### src/rtl/ahb3lite_interconnect_slave_port.sv
// ahb3lite_interconnect_slave_port: per-slave priority/round-robin arbiter and address/data mux
// Ports: mst* = per-master requests in and broadcast responses out; slv_* = muxed bus to the slave;
//        mstpriority/can_switch steer arbitration; master_granted is the registered one-hot owner.
module ahb3lite_interconnect_slave_port #(
  parameter int HADDR_SIZE = 32,
  parameter int HDATA_SIZE = 32,
  parameter int MASTERS    = 3
) (
  input  logic                                   HRESETn,
  input  logic                                   HCLK,
  input  logic [MASTERS-1:0][2:0]                mstpriority,
  input  logic [MASTERS-1:0]                     mstHSEL,
  input  logic [MASTERS-1:0][HADDR_SIZE-1:0]     mstHADDR,
  input  logic [MASTERS-1:0][HDATA_SIZE-1:0]     mstHWDATA,
  input  logic [MASTERS-1:0]                     mstHWRITE,
  input  logic [MASTERS-1:0][2:0]                mstHSIZE,
  input  logic [MASTERS-1:0][2:0]                mstHBURST,
  input  logic [MASTERS-1:0][3:0]                mstHPROT,
  input  logic [MASTERS-1:0][1:0]                mstHTRANS,
  input  logic [MASTERS-1:0]                     mstHMASTLOCK,
  input  logic [MASTERS-1:0]                     mstHREADY,
  input  logic [MASTERS-1:0]                     can_switch,
  output logic [MASTERS-1:0]                     master_granted,
  output logic [HDATA_SIZE-1:0]                  mstHRDATA,
  output logic                                   mstHREADYOUT,
  output logic                                   mstHRESP,
  output logic                                   slv_HSEL,
  output logic [HADDR_SIZE-1:0]                  slv_HADDR,
  output logic [HDATA_SIZE-1:0]                  slv_HWDATA,
  output logic                                   slv_HWRITE,
  output logic [2:0]                             slv_HSIZE,
  output logic [2:0]                             slv_HBURST,
  output logic [3:0]                             slv_HPROT,
  output logic [1:0]                             slv_HTRANS,
  output logic                                   slv_HMASTLOCK,
  output logic                                   slv_HREADY,
  input  logic [HDATA_SIZE-1:0]                  slv_HRDATA,
  input  logic                                   slv_HREADYOUT,
  input  logic                                   slv_HRESP
);
  localparam int IW = MASTERS > 1 ? $clog2(MASTERS) : 1;
  logic [MASTERS-1:0] owner_q, owner_d, req;
  logic [IW-1:0] oi, rr_q, rr_d, dp_q, dp_d, win, idx;
  logic [2:0] maxp;
  logic owned, locked, sw;
  always_comb begin
    oi = '0;
    for (int m = 0; m < MASTERS; m++) begin
      req[m] = mstHSEL[m] & (mstHTRANS[m] != 2'b00);
      if (owner_q[m]) oi = IW'(m);
    end
  end
  // Highest requesting priority, then the first master at that level after rr_q.
  // Scanning from the farthest candidate down lets the nearest one overwrite win.
  always_comb begin
    maxp = '0;
    for (int m = 0; m < MASTERS; m++)
      if (req[m] && mstpriority[m] > maxp) maxp = mstpriority[m];
    win = rr_q;
    idx = '0;
    for (int k = MASTERS; k >= 1; k--) begin
      idx = IW'((int'(rr_q) + k) % MASTERS);
      if (req[idx] && mstpriority[idx] == maxp) win = idx;
    end
  end
  assign owned   = |owner_q;
  assign locked  = owned & mstHMASTLOCK[oi] & (mstHTRANS[oi] != 2'b00);
  assign sw      = slv_HREADYOUT & ~locked & (~owned | ~req[oi] | can_switch[oi]);
  assign owner_d = (sw & |req) ? MASTERS'(1) << win : owner_q;
  assign rr_d    = (sw & |req) ? win : rr_q;
  assign dp_d    = slv_HREADYOUT ? oi : dp_q;
  always_ff @(posedge HCLK or negedge HRESETn)
    if (!HRESETn) begin
      owner_q <= '0;
      rr_q    <= IW'(MASTERS - 1);
      dp_q    <= '0;
    end else begin
      owner_q <= owner_d;
      rr_q    <= rr_d;
      dp_q    <= dp_d;
    end
  assign master_granted = owner_q;
  assign slv_HSEL       = owned & mstHSEL[oi];
  assign slv_HADDR      = mstHADDR[oi];
  assign slv_HWRITE     = mstHWRITE[oi];
  assign slv_HSIZE      = mstHSIZE[oi];
  assign slv_HBURST     = mstHBURST[oi];
  assign slv_HPROT      = mstHPROT[oi];
  assign slv_HMASTLOCK  = mstHMASTLOCK[oi];
  assign slv_HTRANS     = owned ? mstHTRANS[oi] : 2'b00;
  assign slv_HREADY     = owned ? mstHREADY[oi] : 1'b1;
  assign slv_HWDATA     = mstHWDATA[dp_q];
  assign mstHRDATA      = slv_HRDATA;
  assign mstHREADYOUT   = slv_HREADYOUT;
  assign mstHRESP       = slv_HRESP;
endmodule

### config.mk
export PLATFORM = sky130hd
export DESIGN_NAME = ahb3lite_interconnect_slave_port
export DESIGN_NICKNAME = d
export VERILOG_FILES = /design/src/rtl/ahb3lite_interconnect_slave_port.sv
export SDC_FILE = /design/constraint.sdc
export NUM_CORES = 1
export LEC_CHECK = 0
export ABC_CLOCK_PERIOD_IN_PS = 3050
export CAP_MARGIN = 20
export CORE_AREA = 5 5 156 158
export DETAILED_ROUTE_END_ITERATION = 8
export DIE_AREA = 0 0 161 163
export PLACE_DENSITY_LB_ADDON = 0.05
export SYNTH_ARGS = -nofsm -noshare
export SYNTH_HDL_FRONTEND = slang
export SYNTH_SLANG_ARGS = --single-unit
### constraint.sdc
create_clock -name HCLK -period 3.05 [get_ports HCLK]
set_input_delay 0.61 -clock HCLK [delete_from_list [all_inputs] [get_ports HCLK]]
set_output_delay 0.61 -clock HCLK [all_outputs]
set_load 0.005 [all_outputs]
==> out/results.tsv, run 1 <==
stage	metric	value	unit
synthesis	synth.avg_cell_area	6.632	um2
synthesis	ys_seq_area_share	5.834	%
finish	layout-drive-gt1-share	12.88	%
placement	place.gp.congestion	0.7658	
outcome	outcome	finished, violations left	
floorplanning	ios	405	
sta	layout_min_cycle_time	4.314	ns
placement	dpl_cell_area	6787	um2
placement	hpwl	17820	um
clock_network	cts_tree	yes	
clock_network	insertion_delay	0.23	ns
finish	stdcell_area	7107	um2
pwr	combinationalPowerShare	89.3	%
finish	final_util	30.92	%
finish	layout-area-overhead-vs-synth	135.0	%
setup_path	worst_setup_path_start_kind	input pin	
placement	place_ws	-2.039	ns
sta	holdWs	0.4950	ns
global_route	grt_max_degree	60	
finish	nets	1081	
synthesis	synth_area	3024	um2
global_route	grt-ovfl-total	0	
setup_path	crit_path_start	mstHTRANS[0]	
clock_network	clockBufferDepth	2	
clock_network	clock_sinks	7	
global_route	grt_pass1_vias	4421	
hold_path	hp-class	reg2reg	
sta	fmax	231.8	MHz
floorplanning	start_util	13.16	%
pwr	power_frac_clock	5.2	%
pwr	switching_share	42.32	%
global_route	antenna_found_initial	3	
pwr	internal_power	0.002493	W
setup_path	end_kind	flop	
pwr	p_total	0.004323	W
routing	drtAntennaViolNets	0	
clock_network	path_clk_slew	0.04	ns
synthesis	yosys_warnings	0	
global_route	grt_first_pass_wirelength	29520	um
synthesis	synth_cells	456	
flow_run	drv_cap	0	
outcome	failed_checks	negative setup slack	
synthesis	synth_seq_cells	7	
setup_path	r2r-start	rr_q[1]	
synthesis	yosysMostFrequentCell	nand2_1	
sta	rsz0062_at_grt	true	
sta	clock_skew	0.003025	ns
sta	finalCritPeriodShare	141.5	%
floorplanning	design.die.area	26240	um2
synthesis	yosysTopAreaCellShare	29.13	%
setup_path	path_max_fanout	5	
synthesis	synth_cell_types	48	
sta	slew_viol_final	0	
setup_path	worstPathRequired	3.15	ns
setup_path	critPathCapture	rr_q[0]	
synthesis	yosys-top-cells-count	nand2_1, o21ai_0, mux2i_1	
sta	finalHoldViolations	0	
synthesis	synth.area.top_cells	mux2i_1, o21ai_0, nand2_1	
floorplanning	die_x	161	um
synthesis	synth-edff-count	0	
pwr	vdd_ir_drop_max	0.0002072	V
routing	first_pass_iters	4	
setup_path	r2r_slack	0.15	ns
sta	worst_pin_slew	0.6234	ns
synthesis	synth_largest_area_cell	mux2i_1	
floorplanning	rows	56	
routing	drtIter0Drc	151	
sta	setup_ws	-1.264	ns
clock_network	hold_buffers	0	
sta	max_slew_margin	58.40	%
global_route	grt_usage	14.56	%
routing	vias	4352	
setup_path	cp.arrival	4.41	ns
synthesis	synth_ff_type	dfrtp_1	
routing	drc	0	
clock_network	htree_levels	1	
clock_network	cts-buffers-inserted	3	
pwr	seq_power_share	5.6	%
pwr	power_per_cell_area	608.3	nW/um2
routing	drt-vias-per-instance	4.048	
sta	setup_viol	5	
synthesis	syn-num-nets	752	
floorplanning	die_y	163	um
synthesis	async_flop_share	100.0	%
setup_path	critPathKind	in2reg	
placement	port_buffers	338	
setup_path	reg2reg_depth	10	
pwr	p_leak	2.760	nW
routing	wirelength	20650	um
routing	wire_per_inst	19.21	um
floorplanning	core	22980	um2
setup_path	reg2reg_to	rr_q[0]	
pwr	p_switching	0.001829	W
clock_network	clockRootBuffer	clkbuf_16	
metrics by stage:
stage	setup TNS [ns]	cells
after floorplan	-5.723	456
after global placement	-9.136	1058
after detailed placement	-9.878	1058
after CTS	-6.422	1074
after global routing	-6.678	1075
final	-6.061	1075
sequential cells by signal (all words and copies together) (netlist names):
| name | flops |
|---|---|
| master_granted | 3 |
| dp_q | 2 |
| rr_q | 2 |
cell usage in the layout (no fill, tap or decap), types with 2 or more instances in the layout:
| cell | n |
|---|---|
| and2_1 | 2 |
| dfrtp_1 | 3 |
| mux2i_4 | 4 |
| xnor2_1 | 5 |
| nand2b_1 | 2 |
| nor3_1 | 2 |
| clkdlybuf4s50_1 | 329 |
| buf_4 | 47 |
| a21oi_2 | 2 |
| o22ai_1 | 4 |
| mux2i_1 | 85 |
| xor2_2 | 3 |
| inv_1 | 10 |
| buf_6 | 5 |
| ha_1 | 3 |
| nand2_2 | 2 |
| clkbuf_16 | 3 |
| nor2b_1 | 3 |
| nor2_1 | 6 |
| and3_1 | 4 |
| dlygate4sd2_1 | 6 |
| and3_4 | 3 |
| inv_2 | 3 |
| or2_4 | 2 |
| ha_4 | 5 |
| o21a_1 | 2 |
| o21ai_1 | 3 |
| a21oi_1 | 10 |
| o21ai_0 | 91 |
| nand2_1 | 98 |
| dfrtp_2 | 3 |
| nand3b_1 | 4 |
| buf_12 | 3 |
metal layers:
layer | global-route usage [%] | share of wire (%) | vias up
li1 | - | - | 2221
met1 | 16.16 | 38 | 1948
met2 | 29.07 | 55 | 169
met3 | 2.582 | 5.7 | 12
met4 | 2.482 | 1.0 | 2
met5 | 0 | 0.063 | -
worst max-delay path, stage by stage:
cell and delay [ns]:
buf_6 0.09, o21a_4 0.22, and2_4 0.17, ha_4 0.20, and3_4 0.16, a211o_4 0.35, mux2i_4 0.20, inv_2 0.06
ha_4 0.28, nand3b_1 0.12, a211oi_4 0.27, buf_6 0.15, a221oi_4 0.03, or2_4 0.29, xor2_2 0.19, and3_4 0.19
a221o_1 0.30, a311o_1 0.36, a21boi_2 0.17
worst min path at each step:
stage                     depth (start not counted)      end     from  slack [ns]
after floorplan                                   0  dp_q[0]  HRESETn        0.31
after global placement                            2  rr_q[1]  rr_q[1]        0.49
after detailed placement                          2  rr_q[1]  rr_q[1]        0.49
after CTS                                         2  rr_q[1]  rr_q[1]        0.50
after global routing                              2  rr_q[1]  rr_q[1]        0.53
final                                             2  rr_q[1]  rr_q[1]        0.49
cells by family after synthesis:
group / Yosys count / share of synthesized area, %
buffers and inverters: 80 / 14.56
adders and majority gates: 8 / 3.310
and+or+nand+nor: 137 / 20.32
muxes: 90 / 29.95
AOI/OAI and AO/OA: 126 / 23.71
xor gates and xnor gates: 8 / 2.317
DFF: 7 / 5.834
power by group through the flow:
stage	sequential (W)	clock, W	combinational, W
after global placement	0.000246	0	0.00382
after global routing	0.000254	0.000231	0.00417
final	0.000241	0.000224	0.00386
after floorplan	0.000161	0	0.00173
after CTS	0.000246	0.000228	0.00391
after detailed placement	0.000247	0	0.00381
cell type report:
cell class,instances,area (um2)
Antenna cell,1,2.502
Timing Repair Buffer,391,3820
Sequential cell,7,180.2
Tap cell,290,362.8
Multi-Input combinational cell,369,2613
Inverter,13,48.80
Clock buffer,3,75.07
Clock inverter,1,5.005
Fill cell,2460,15880
timing repair:
action                     CTS  global route
pin swaps                   15             6
buffers inserted            12             0
gates resized for setup     42             4
setup endpoints to repair    5             5
Note: power is estimated with default switching activity, not from simulation.
==> run 2, diff against run 1 <==
--- a/config.mk
+++ b/config.mk
@@ -11,6 +11,7 @@
 export DETAILED_ROUTE_END_ITERATION = 8
 export DIE_AREA = 0 0 161 163
 export PLACE_DENSITY_LB_ADDON = 0.05
+export SLEW_MARGIN = 5
 export SYNTH_ARGS = -nofsm -noshare
 export SYNTH_HDL_FRONTEND = slang
 export SYNTH_SLANG_ARGS = --single-unit
==> results of run 2 <==
No change in the layout: final DEF, timing and power equal those of run 1.
==> run 3, diff against run 2 <==
--- a/config.mk
+++ b/config.mk
@@ -8,6 +8,7 @@
 export ABC_CLOCK_PERIOD_IN_PS = 3050
 export CAP_MARGIN = 20
 export CORE_AREA = 5 5 156 158
+export CTS_CLUSTER_DIAMETER = 60
 export DETAILED_ROUTE_END_ITERATION = 8
 export DIE_AREA = 0 0 161 163
 export PLACE_DENSITY_LB_ADDON = 0.05
==> results of run 3 <==
No change in the layout: final DEF, timing and power equal those of run 1.
